**src/rtl/register_arbiter_pkg.sv**
```systemverilog
// Shared types for the register-port arbiter: FSM state encoding, requester
// count and a grant-index to one-hot helper.
package register_arbiter_pkg;

  typedef enum logic [1:0] {
    IDLE  = 2'd0,
    ISSUE = 2'd1,
    WAIT  = 2'd2,
    RESP  = 2'd3
  } arb_state_t;

  localparam int N_REQ = 2;

  function automatic logic [N_REQ-1:0] req_onehot(input logic idx);
    logic [N_REQ-1:0] vec;
    if (idx) begin
      vec = 2'b10;
    end else begin
      vec = 2'b01;
    end
    return vec;
  endfunction

endpackage

```
**src/rtl/rr_arbiter_2.sv**
```systemverilog
// Two-way round-robin picker: on contention the requester that did not win
// last time is chosen; a lone requester always wins.
module rr_arbiter_2 (
  input  logic [1:0] req,
  input  logic       last_grant,
  output logic       gnt_valid,
  output logic       gnt_idx
);

  // combinational pick
  always_comb begin
    gnt_valid = |req;
    case (req)
      2'b01:   gnt_idx = 1'b0;
      2'b10:   gnt_idx = 1'b1;
      2'b11:   gnt_idx = ~last_grant;
      default: gnt_idx = 1'b0;
    endcase
  end

endmodule

```
**src/rtl/register_port_arbiter.sv**
```systemverilog
// Shares one register_block port between two requesters, serialising their
// accesses into single-cycle strobes and routing read data/acks back.
module register_port_arbiter
  import register_arbiter_pkg::*;
#(
  parameter int ADDR_WIDTH = 8,
  parameter int DATA_WIDTH = 32,
  parameter int TIMEOUT    = 15
) (
  input  logic                             clk,
  input  logic                             i_reset,
  input  logic [N_REQ-1:0]                 i_req,
  input  logic [N_REQ-1:0]                 i_we,
  input  logic [N_REQ-1:0][ADDR_WIDTH-1:0] i_addr,
  input  logic [N_REQ-1:0][DATA_WIDTH-1:0] i_wdata,
  output logic [N_REQ-1:0]                 o_ack,
  output logic [N_REQ-1:0]                 o_err,
  output logic [DATA_WIDTH-1:0]            o_rdata,
  output logic                             o_w_en,
  output logic [ADDR_WIDTH-1:0]            o_w_addr,
  output logic [DATA_WIDTH-1:0]            o_w_value,
  output logic                             o_r_en,
  output logic [ADDR_WIDTH-1:0]            o_r_addr,
  input  logic [DATA_WIDTH-1:0]            i_r_value,
  input  logic                             i_r_valid
);

  localparam int CW = $clog2(TIMEOUT + 1);
  localparam logic [CW-1:0] CNT_MAX  = CW'(TIMEOUT);
  localparam logic [CW-1:0] CNT_LAST = CW'(TIMEOUT - 1);

  arb_state_t state, state_nxt;

  logic                  gnt, gnt_nxt;
  logic                  we, we_nxt;
  logic [ADDR_WIDTH-1:0] addr, addr_nxt;
  logic [DATA_WIDTH-1:0] wdata, wdata_nxt;
  logic                  last_grant, last_grant_nxt;
  logic [CW-1:0]         cnt, cnt_nxt, cnt_inc;
  logic [N_REQ-1:0]      mask;
  logic [N_REQ-1:0]      ack_nxt, err_nxt;
  logic [DATA_WIDTH-1:0] rdata_nxt;
  logic                  w_en_nxt, r_en_nxt;
  logic [N_REQ-1:0]      eligible;
  logic                  gnt_valid, gnt_idx;

  // A requester acked last cycle may still show a stale request; skip it once.
  assign eligible = i_req & ~mask;

  rr_arbiter_2 u_rr (
    .req        (eligible),
    .last_grant (last_grant),
    .gnt_valid  (gnt_valid),
    .gnt_idx    (gnt_idx)
  );

  assign cnt_inc = (cnt == CNT_MAX) ? cnt : cnt + 1'b1;

  // state register
  always_ff @(posedge clk or posedge i_reset) begin
    if (i_reset) begin
      state <= IDLE;
    end else begin
      state <= state_nxt;
    end
  end

  // next-state and next-output decode; outputs are computed one cycle ahead
  // so every port comes straight from a flop
  always_comb begin
    state_nxt      = state;
    gnt_nxt        = gnt;
    we_nxt         = we;
    addr_nxt       = addr;
    wdata_nxt      = wdata;
    last_grant_nxt = last_grant;
    cnt_nxt        = cnt;
    rdata_nxt      = o_rdata;
    ack_nxt        = {N_REQ{1'b0}};
    err_nxt        = {N_REQ{1'b0}};
    w_en_nxt       = 1'b0;
    r_en_nxt       = 1'b0;
    case (state)
      IDLE: begin
        if (gnt_valid) begin
          gnt_nxt        = gnt_idx;
          we_nxt         = i_we[gnt_idx];
          addr_nxt       = i_addr[gnt_idx];
          wdata_nxt      = i_wdata[gnt_idx];
          last_grant_nxt = gnt_idx;
          state_nxt      = ISSUE;
          if (i_we[gnt_idx]) begin
            w_en_nxt = 1'b1;
            ack_nxt  = req_onehot(gnt_idx);
          end else begin
            r_en_nxt = 1'b1;
          end
        end else begin
          state_nxt = IDLE;
        end
      end
      ISSUE: begin
        if (we) begin
          state_nxt = IDLE;
        end else begin
          cnt_nxt   = {CW{1'b0}};
          state_nxt = WAIT;
        end
      end
      WAIT: begin
        if (i_r_valid) begin
          rdata_nxt = i_r_value;
          ack_nxt   = req_onehot(gnt);
          state_nxt = RESP;
        end else if (cnt == CNT_LAST) begin
          cnt_nxt   = cnt_inc;
          rdata_nxt = {DATA_WIDTH{1'b0}};
          ack_nxt   = req_onehot(gnt);
          err_nxt   = req_onehot(gnt);
          state_nxt = RESP;
        end else begin
          cnt_nxt   = cnt_inc;
          state_nxt = WAIT;
        end
      end
      RESP: begin
        state_nxt = IDLE;
      end
      default: begin
        state_nxt = IDLE;
      end
    endcase
  end

  // transaction fields, counter, mask and registered outputs
  always_ff @(posedge clk or posedge i_reset) begin
    if (i_reset) begin
      gnt        <= 1'b0;
      we         <= 1'b0;
      addr       <= {ADDR_WIDTH{1'b0}};
      wdata      <= {DATA_WIDTH{1'b0}};
      last_grant <= 1'b1;
      cnt        <= {CW{1'b0}};
      mask       <= {N_REQ{1'b0}};
      o_ack      <= {N_REQ{1'b0}};
      o_err      <= {N_REQ{1'b0}};
      o_rdata    <= {DATA_WIDTH{1'b0}};
      o_w_en     <= 1'b0;
      o_r_en     <= 1'b0;
    end else begin
      gnt        <= gnt_nxt;
      we         <= we_nxt;
      addr       <= addr_nxt;
      wdata      <= wdata_nxt;
      last_grant <= last_grant_nxt;
      cnt        <= cnt_nxt;
      mask       <= o_ack;
      o_ack      <= ack_nxt;
      o_err      <= err_nxt;
      o_rdata    <= rdata_nxt;
      o_w_en     <= w_en_nxt;
      o_r_en     <= r_en_nxt;
    end
  end

  assign o_w_addr  = addr;
  assign o_w_value = wdata;
  assign o_r_addr  = addr;

endmodule
```
**config.mk**
```make
export PLATFORM = sky130hd
export DESIGN_NAME = register_port_arbiter
export DESIGN_NICKNAME = d
export VERILOG_FILES = /design/src/rtl/register_arbiter_pkg.sv /design/src/rtl/rr_arbiter_2.sv /design/src/rtl/register_port_arbiter.sv
export SDC_FILE = /design/constraint.sdc
export NUM_CORES = 1
export LEC_CHECK = 0
export CORE_MARGIN = 2
export CORE_UTILIZATION = 39
export DETAILED_ROUTE_END_ITERATION = 6
export PLACE_DENSITY = 0.81
export SLEW_MARGIN = 20
export SYNTH_ARGS = -nofsm -noshare
export SYNTH_HDL_FRONTEND = slang
export SYNTH_SLANG_ARGS = --single-unit
```
**constraint.sdc**
```tcl
create_clock -name clk -period 3.5 [get_ports clk]
set_clock_uncertainty 0.2 [all_clocks]
set_input_delay 0.525 -clock clk [delete_from_list [all_inputs] [get_ports clk]]
set_output_delay 0.525 -clock clk [all_outputs]
set_load 0.02 [all_outputs]
```
# After elaboration in Yosys (flattened, before gate mapping)
# Cells that the tools add are included.
[classes] add_sub_neg=1 magnitude_cmp=1 n_eq_ne=10 muxes=33 bitwise=3 n_reduce_logical=7
[ops] op="$mux 32" count=4
[ops] op="$mux 2" count=9
[ops] op="$mux 8" count=2
[ops] op="$mux 4" count=3
[ops] op="$mux 1" count=11
[ops] op="$eq 2x2->1 const B" count=4
[ops] op="$eq 4x4->1 const B" count=2
[ops] op="$pmux 2 s4" count=1
[ops] op="$pmux 4 s2" count=1
[ops] op="$ne 2x2->1 const B" count=3
[ops] op="$add 4x1->4 const B" count=1
[ops] op="$pmux 2 s2" count=1
[ops] op="$reduce_and 2->1" count=2
[ops] op="$reduce_and 4->1" count=1
[ops] op="$reduce_bool 2->1" count=2
[ops] op="$and 2x2->2" count=1
[ops] op="$eq 2x1->1 const B" count=1
[ops] op="$logic_not 2->1" count=1
[ops] op="$lt 1x2->1 const B" count=1
[ops] op="$not 2->2" count=1
[ops] op="$pmux 1 s2" count=1
[ops] op="$reduce_or 2->1" count=1
[ops] op="$not 1->1" count=1
[totals] register_bits=89 inputBits=119 output_inout_bits=86 wordCells=68

# Depth between registers and ports, before layout
# Gate-level depths: netlist of run 1.
[depth] word_depth=9 mapped_depth=6 depth_no_buf=5

# By module
# Synthesis of run 1 repeated with hierarchy kept, for this count alone.
[unflattened] hier_cells=322 area_unflattened_um2=3818.7
[modules_own_cells] mod="register_port_arbiter" instances=1 cells_each=320 area_each_um2=3804.9 seq_area_each_um2=2228.4
[modules_own_cells] mod="rr_arbiter_2" instances=1 cells_each=2 area_each_um2=13.8 seq_area_each_um2=0.0

# Least setup slack after synthesis of run 1
# No wires, ideal clock.
[synth_path] path_type="reg-to-reg" from="reg cnt[0]" to="reg o_ack[0]" setup_time_ns=0.125 arrival_time_ns=1.319 t_required_ns=3.175 path_slack_ns=1.856 path_stages_with_launch=7 path_buffers=1 synth_period_minus_slack_ns=1.644 path_cell_list="dfrtp_1 inv_1 ha_1 and3_1 o21ai_2 buf_2 o22ai_1"
[synth_between] elab_chain_len=4
[synth_rtl] item="from (decl)" line_no="register_port_arbiter.sv:39" text="logic [CW-1:0] cnt, cnt_nxt, cnt_inc;"
[synth_rtl] item="from (signal assigned)" line_no="register_port_arbiter.sv:143" text="cnt <= {CW{1'b0}};"
[synth_rtl] item="from (signal assigned)" line_no="register_port_arbiter.sv:156" text="cnt <= cnt_nxt;"
[synth_rtl] item="$eq 4x4->1" line_no="register_port_arbiter.sv:115" text="end else if (cnt == CNT_LAST) begin"
[synth_rtl] item="$mux 2" line_no="register_port_arbiter.sv:115"
[synth_rtl] item="$mux 2" line_no="register_port_arbiter.sv:111" text="if (i_r_valid) begin"
[synth_rtl] item="$pmux 2 s2" line_no="register_port_arbiter.sv:83" text="case (state)"
[synth_rtl] item="net ack_nxt[0]" line_no="register_port_arbiter.sv:41" text="logic [N_REQ-1:0] ack_nxt, err_nxt;"
[synth_rtl] item="to (signal assigned)" line_no="register_port_arbiter.sv:145" text="o_ack <= {N_REQ{1'b0}};"
[synth_rtl] item="to (signal assigned)" line_no="register_port_arbiter.sv:158" text="o_ack <= ack_nxt;"
[synth_rtl] item="to (decl)" line_no="register_port_arbiter.sv:16" text="output logic [N_REQ-1:0] o_ack,"
# The timed path passes the listed nets, and every way through them passes these cells.
# A chain may end at the register's enable or synchronous reset.

# Final worst setup path of run 1
[layout_path] from="in i_req[0]" to="reg wdata[3] (netlist: o_w_value[3])"
[layout_between] elab_chain_len=5 elab_cells_between_ends=8 classes_between="eq/ne (2); mux (3); bitwise (1); reduce/logical (2)"
[layout_rtl] item="from (decl)" line_no="register_port_arbiter.sv:12" text="input logic [N_REQ-1:0] i_req,"
[layout_rtl] item="$and 2x2->2 *" line_no="register_port_arbiter.sv:48" text="assign eligible = i_req & ~mask;"
[layout_rtl] item="$eq 2x2->1" line_no="rr_arbiter_2.sv:13" text="case (req)"
[layout_rtl] item="$pmux 1 s2" line_no="rr_arbiter_2.sv:13"
[layout_rtl] item="$mux 32 (implied by the code) (2 in a row)" line_no="register_port_arbiter.sv:89" text="wdata_nxt = i_wdata[gnt_idx];"
[layout_rtl] item="to (signal assigned)" line_no="register_port_arbiter.sv:141" text="wdata <= {DATA_WIDTH{1'b0}};"
[layout_rtl] item="to (signal assigned)" line_no="register_port_arbiter.sv:154" text="wdata <= wdata_nxt;"
[layout_rtl] item="to (decl)" line_no="register_port_arbiter.sv:37" text="logic [DATA_WIDTH-1:0] wdata, wdata_nxt;"
# Mark *: on every way between the ends. The rest lies on a longest branch, timed or not. The select of a mux whose other input is x is not followed.

==> metrics.md, run 1 <==
| Metric | Value |
|---|---|
| Post-Place Cells | roughly 680 |
| CP bufs+invs | 2 |
| Placed wire-length estimate | a little over 8 mm |
| Hold EP | mask[0]$_DFF_PP0_ |
| Outcome | completed |
| Die W | roughly 100 um |
| Gr usage total | between 20% and 30% |
| Relative slew margins | approximately half |
| Diodes inserted | 0 |
| Ports | 205 |
| Critical path class | input port to register |
| Maxcap violations | 0 |
| R2R Path End | o_w_value[3]$_DFFE_PP0P_ |
| Post_cts resized | 0 |
| Share of post-route cells with drive strength above 1 | 5.684% |
| PwrDens | about 880 nW/um2 |
| Seq/Total Area, Yosys | roughly three fifths |
| Clock transition at the registers of the reported paths | around 0.10 ns |
| Final Wtd Congestion | 0.8127 |
| Final setup margin | around 1.3 ns |
| Worst-Margin Slew | a little under 0.8 ns |
| Worst EP required | ~3.6 ns |
| Commonest cells post-synth | dfrtp_1, a21oi_1, nand2_1 |
| Die Ht | 101.8 um |
| Synth Area in XOR/XNOR | 0% |
| DR iter-0 viols | 106 |
| Drt total wl | 11.22 mm |
| Post-Syn Area | approximately 3700 um2 |
| Num CTS Buffers | 9 |
| Grt met1 use | 27.28% |
| Final hold violations | 0 |
| Vias | between 3,000 and 4,000 |
| Largest net degree at the start of global routing | between 40 and 50 |
| Clock buffer depth | 2 |
| First-pass iteration count of the detailed router | 4 |
| CTS tree | yes |
| Global-route wire length before repair | 17.44 mm |
| Reg2reg start | state[0]$_DFF_PP0_ |
| Clock Latency Late Sink | roughly 0.35 ns |
| Leading post-synthesis cells by cell area | dfrtp_1, a21oi_1, a22o_1 |
| Fmax | 454.5 MHz |
| Wire per inst | between 15 and 20 um |
| Finished Core Util | about 65% |
| Critical path endpoint category | register |
| CP max stage delay | 0.47 ns |
| Hold Path Class | register to register |
| Arr. time, crit path | 2.27 ns |
| Final Net Count | 679 |
| Top delay family on crit path | buffers and inverters |
| Async SR Flop Fraction | 100.0% |
| Initial core utilization | roughly two fifths |
| Hold_sp | o_ack[0]$_DFF_PP0_ |
| Critical Path Slowest Stage Cell | o21a_1 |
| Grt met2 use | about 36% |
| Fillers | between 700 and 800 |
| Synthesized instance count | approximately 370 |
| Gr busiest metal | met2 |
| Die area | between 10,000 and 15,000 um2 |
| Non-filler cells, final | ~690 |
| Number of global-route vias before repair | ~3,600 |
| Final worst-path cycle share | between 60% and 70% |
| Number of port buffers | 204 |
| Most frequent cell after synthesis | dfrtp_1 |
| Synth Area in Adders | 0.6709% |
| Synth unique cells | 30 |
| Yosys top cell by area | dfrtp_1 |
| Remaining global-route overflow | 0 |
| Crit start category | input port |
| Simple-Gate Fraction of Synth Area | between 10% and 20% |
| Pre-CTS worst setup slack | 0.9305 ns |
| Worst R2R Setup Slack | 1.52 ns |
| Syn Area/Cell | slightly above 10 um2 |
| CTS sink cnt | 89 |
| Initial antenna violation count | 0 |
| Crit path cell chain | clkdlybuf4s50_1 > nor2b_2 > o21a_1 > buf_4 > nor2_1 > a21oi_1 |
| Mux share of post-synthesis cell area | 0% |
| Worst reg2reg path depth | 5 |
| Syn. warnings | 0 |
| Synth Area in Compound Gates | about a fifth |
| Setup violations, final | 0 |
| Placement Cell Area | just under 6000 um2 |
| Critical path peak fanout | 18 |
| Most frequently used flop master after synthesis | dfrtp_1 |
| Number of synthesized flops with an enable pin | 0 |
| Design area | slightly above 6000 um2 |
| Root Buffer Master | clkbuf_8 |
| Drc violations | 0 |
| Max-slew violations | 0 |
| H-tree levels | 3 |
| Top cell type's share of synthesized area | 59.04% |
| Total Neg Setup Slack | 0 ns |
| Area grow syn2layout | 61.82% |
| Total Power | approximately 5.3 mW |
| RSZ-0062 raised after global routing | no |
| Worst vdd ir | between 0.0005 and 0.0006 V |
| Static leakage | 2.618 nW |
| Cts hold-fix bufs | 0 |
| Met3 Use GR | 5.866% |
| DR vias/cell | just over 5 |
| CORE AREA | slightly above 9000 um2 |
| Main combinational cell family by area after synthesis | compound AO/OA/AOI/OAI gates |
| DRT antenna net count | 0 |
| Synthesized flop and latch total | 89 |
| WHS | 0.2148 ns |
| Setup Buffers After CTS | 0 |
| Row count | 35 |
| Post-Syn Nets | 486 |
| Final min period | roughly 2.2 ns |
| Hold path cells | 0 |
## how the worst max path moves through the flow
stage / endpoint / slack (ns) / cells past startpoint / startpoint
6_report: o_w_value[3]$_DFFE_PP0P_ / 1.30 / 6 / i_req[0]
5_1_grt: o_w_value[6]$_DFFE_PP0P_ / 1.20 / 6 / i_req[0]
4_1_cts: o_w_value[9]$_DFFE_PP0P_ / 1.30 / 6 / i_req[0]
3_5_place_dp: o_w_value[9]$_DFFE_PP0P_ / 0.93 / 6 / i_req[0]
3_3_place_gp: o_w_value[13]$_DFFE_PP0P_ / 0.98 / 6 / i_req[0]
2_1_floorplan: async pin / 0.47 / 1 / i_reset
## layout make-up
class	instances	area [um2]	share of cell area, %
flip-flops and latches	89	2228	36.92
repair buffers	214	2142	35.49
multi-input cells	241	1290	21.37
well taps	129	161.4	2.674
clock buffers	10	127.6	2.114
clock inverters	6	73.82	1.223
inverters	3	12.51	0.2073
## sequential cells by signal (all words and copies together), names as in the netlist, named ones only
signal,flops
gnt,1
o_rdata,32
o_r_addr,8
mask,2
o_w_value,32
o_w_en,1
we,1
o_r_en,1
last_grant,1
o_ack,2
o_err,2
state,1
cnt,4
## where the power goes
| group | total, mW | switching (mW) | internal, mW |
|---|---|---|---|
| sequential | 1.81 | 0.312 | 1.50 |
| clock | 0.719 | 0.379 | 0.341 |
| combinational | 2.78 | 1.46 | 1.32 |
## placed cells by master, fill, tap and decap left out, types with 2 or more instances in the layout
master / Yosys / layout
ha_1: 2 / 2
clkinv_4: 0 / 2
a21oi_1: 82 / 82
and3_1: 2 / 2
a22o_1: 32 / 32
inv_6: 0 / 3
nand2_1: 49 / 49
clkbuf_8: 0 / 9
nand2b_1: 2 / 2
nor2_1: 46 / 46
and2_1: 2 / 2
nand3_1: 4 / 4
o21ai_0: 4 / 4
inv_1: 3 / 2
buf_4: 12 / 8
nor2b_1: 2 / 2
clkdlybuf4s50_1: 0 / 204
dfrtp_1: 88 / 88
buf_12: 0 / 2
## layer usage
metal	up-vias	share of wire, %
met4	0	1.6
met5	-	0
li1	1642	-
met2	174	48
met3	19	9.6
met1	1699	41
## logic make-up after synthesis
logic type	after synthesis
and+or+nand+nor	112
DFF	89
AOI/OAI and AO/OA	127
buffers and inverters	35
adders and majority gates	2
Power figures use the tool's default switching activity.
==> run 2: changes to the inputs <==
Settings changed: CORE_UTILIZATION 39 to 35, PLACE_DENSITY 0.81 to 0.77.
Clock period 3.5 ns to 1.8 ns, I/O delays scaled along.
==> metrics.md, run 2 (synthesis results as in run 1) <==
| Metric | Value |
|---|---|
| Outcome | completed |
| Pre-CTS worst setup slack | -0.2200 ns |
| Wire per inst | between 15 and 20 um |
| CP max stage delay | 0.61 ns |
| Setup violations, final | 0 |
| Clock transition at the registers of the reported paths | about 0.090 ns |
| PwrDens | between 1500 and 2000 nW/um2 |
| Comb pwr share | approximately half |
| DR iter-0 viols | 250 |
| Initial antenna violation count | 0 |
| Final Net Count | 689 |
| Worst-Margin Slew | roughly 0.35 ns |
| CP bufs+invs | 1 |
| Max-slew violations | 0 |
| Ports | approximately 200 |
| Row count | 37 |
| Drt total wl | between 10 and 15 mm |
| Final Wtd Congestion | approximately 0.8 |
| Vias | 3,503 |
| DRT antenna net count | 0 |
| Clock buffer depth | 2 |
| Most common cell after layout, fill and taps aside | clkdlybuf4s50_1 |
| H-tree levels | 3 |
| Critical Path Slowest Stage Cell | clkdlybuf4s50_1 |
| Total Power | approximately 10 mW |
| Crit start category | register |
| Non-filler cells, final | 709 |
| Die area | 11,500 um2 |
| Final hold violations | 0 |
| Static leakage | approximately 3 nW |
| RSZ-0062 raised after global routing | no |
| Top delay family on crit path | buffers and inverters |
| Maxcap violations | 0 |
| Gr usage total | 19.54% |
| Final min period | between 1.5 and 2 ns |
| CTS tree | yes |
| Relative slew margins | roughly three quarters |
| Pint | a little over 6 mW |
| Most frequent cells in the layout | clkdlybuf4s50_1, dfrtp_1, a21oi_1 |
| Arr. time, crit path | between 1 and 1.5 ns |
| CORE AREA | approximately 10,000 um2 |
| Largest net degree at the start of global routing | 38 |
| Hold Path Class | input port to async pin |
| Worst EP required | between 1 and 1.5 ns |
| DR vias/cell | roughly 4.9 |
| Num CTS Buffers | 9 |
| Clk pwr share | ~16% |
| Switching Share | 40.37% |
| Flop pwr share | between 30% and 40% |
| Die Ht | about 110 um |
| Number of port buffers | just over 200 |
| Post-Place Cells | 693 |
| Critical path peak fanout | 1 |
| Global-route wire length before repair | 17.56 mm |
| Final worst-path cycle share | between 90% and 100% |
| Area grow syn2layout | 65.65% |
| Setup Buffers After CTS | 0 |
| Initial core utilization | 36.13% |
| Placed wire-length estimate | around 8.4 mm |
| Critical path class | register to primary output |
| Diodes inserted | 0 |
| P_sw | ~4.1 mW |
| Remaining global-route overflow | 0 |
| Die W | around 110 um |
| CTS sink cnt | 89 |
| Share of post-route cells with drive strength above 1 | under 10% |
| Fmax | approximately 570 MHz |
| First-pass iteration count of the detailed router | 4 |
| Critical path endpoint category | primary output |
| Clock Latency Late Sink | between 0.3 and 0.4 ns |
| Final setup margin | ~0.058 ns |
| Drc violations | 0 |
| Root Buffer Master | clkbuf_8 |
| Finished Core Util | roughly 60% |
| Crit path cell chain | clkdlybuf4s50_1 |
| Worst vdd ir | slightly above 0.0007 V |
| Cts hold-fix bufs | 0 |
| Number of global-route vias before repair | approximately 3,500 |
[run 2: final cells by class]
| cell class | instances | area (um2) |
|---|---|---|
| Timing Repair Buffer | 224 | 2228 |
| Tap cell | 136 | 170.2 |
| Multi-Input combinational cell | 241 | 1292 |
| Sequential cell | 89 | 2228 |
| Clock buffer | 11 | 141.4 |
| Fill cell | 882 | 4145 |
| Inverter | 3 | 15.01 |
| Clock inverter | 5 | 102.6 |
[run 2: per-stage QoR]
step	setup TNS, ns	instance area [um2]	hold WS, ns
after floorplan	0	3734	0.1989
after global placement	-3.897	5996	0.1645
after detailed placement	-6.538	5996	0.1603
after CTS	0	6148	0.02234
after global routing	0	6178	0.02573
final	0	6178	0.03346
[run 2: final timing paths]
path,slack [ns],depth (start not counted),endpoint,from
worst max-delay path,0.06,1,o_err[1],o_err[1]$_DFF_PP0_
max in group asynchronous,0.83,3,o_w_value[7]$_DFFE_PP0P_,i_reset
worst min register to register,0.16,0,mask[0]$_DFF_PP0_,o_ack[0]$_DFF_PP0_
worst max register to register,0.09,5,o_rdata[5]$_DFFE_PP0P_,cnt[1]$_DFFE_PP0P_
worst min-delay path,0.03,2,o_w_value[19]$_DFFE_PP0P_,i_reset
min in group clk,0.16,0,mask[0]$_DFF_PP0_,o_ack[0]$_DFF_PP0_
[run 2: timing repair]
item / in CTS / in global routing
pin swaps: 0 / 0
setup endpoints to repair: 73 / 13
gates resized for setup: 73 / 12
[run 2: layer usage]
layer  global-route usage (%)  share of wire (%)
met2                    32.87                 48
met5                        0                  0
met4                    5.195                1.3
met1                    24.38                 42
met3                    6.018                8.5
[run 2: power by group through the flow]
stage / clock network, mW / logic, mW / registers, mW
6_report: 1.65 / 5.06 / 3.45
3_3_place_gp: 0 / 5.53 / 3.49
4_1_cts: 1.70 / 5.12 / 3.46
2_1_floorplan: 0 / 2.09 / 4.42
5_1_grt: 1.78 / 5.49 / 3.57
3_5_place_dp: 0 / 5.66 / 3.50
==> run 3: changes to the inputs <==
Settings changed: TNS_END_PERCENT set to 30.
==> results of run 3 <==
Same layout as run 2: the final DEF is identical, and so are final timing and power.
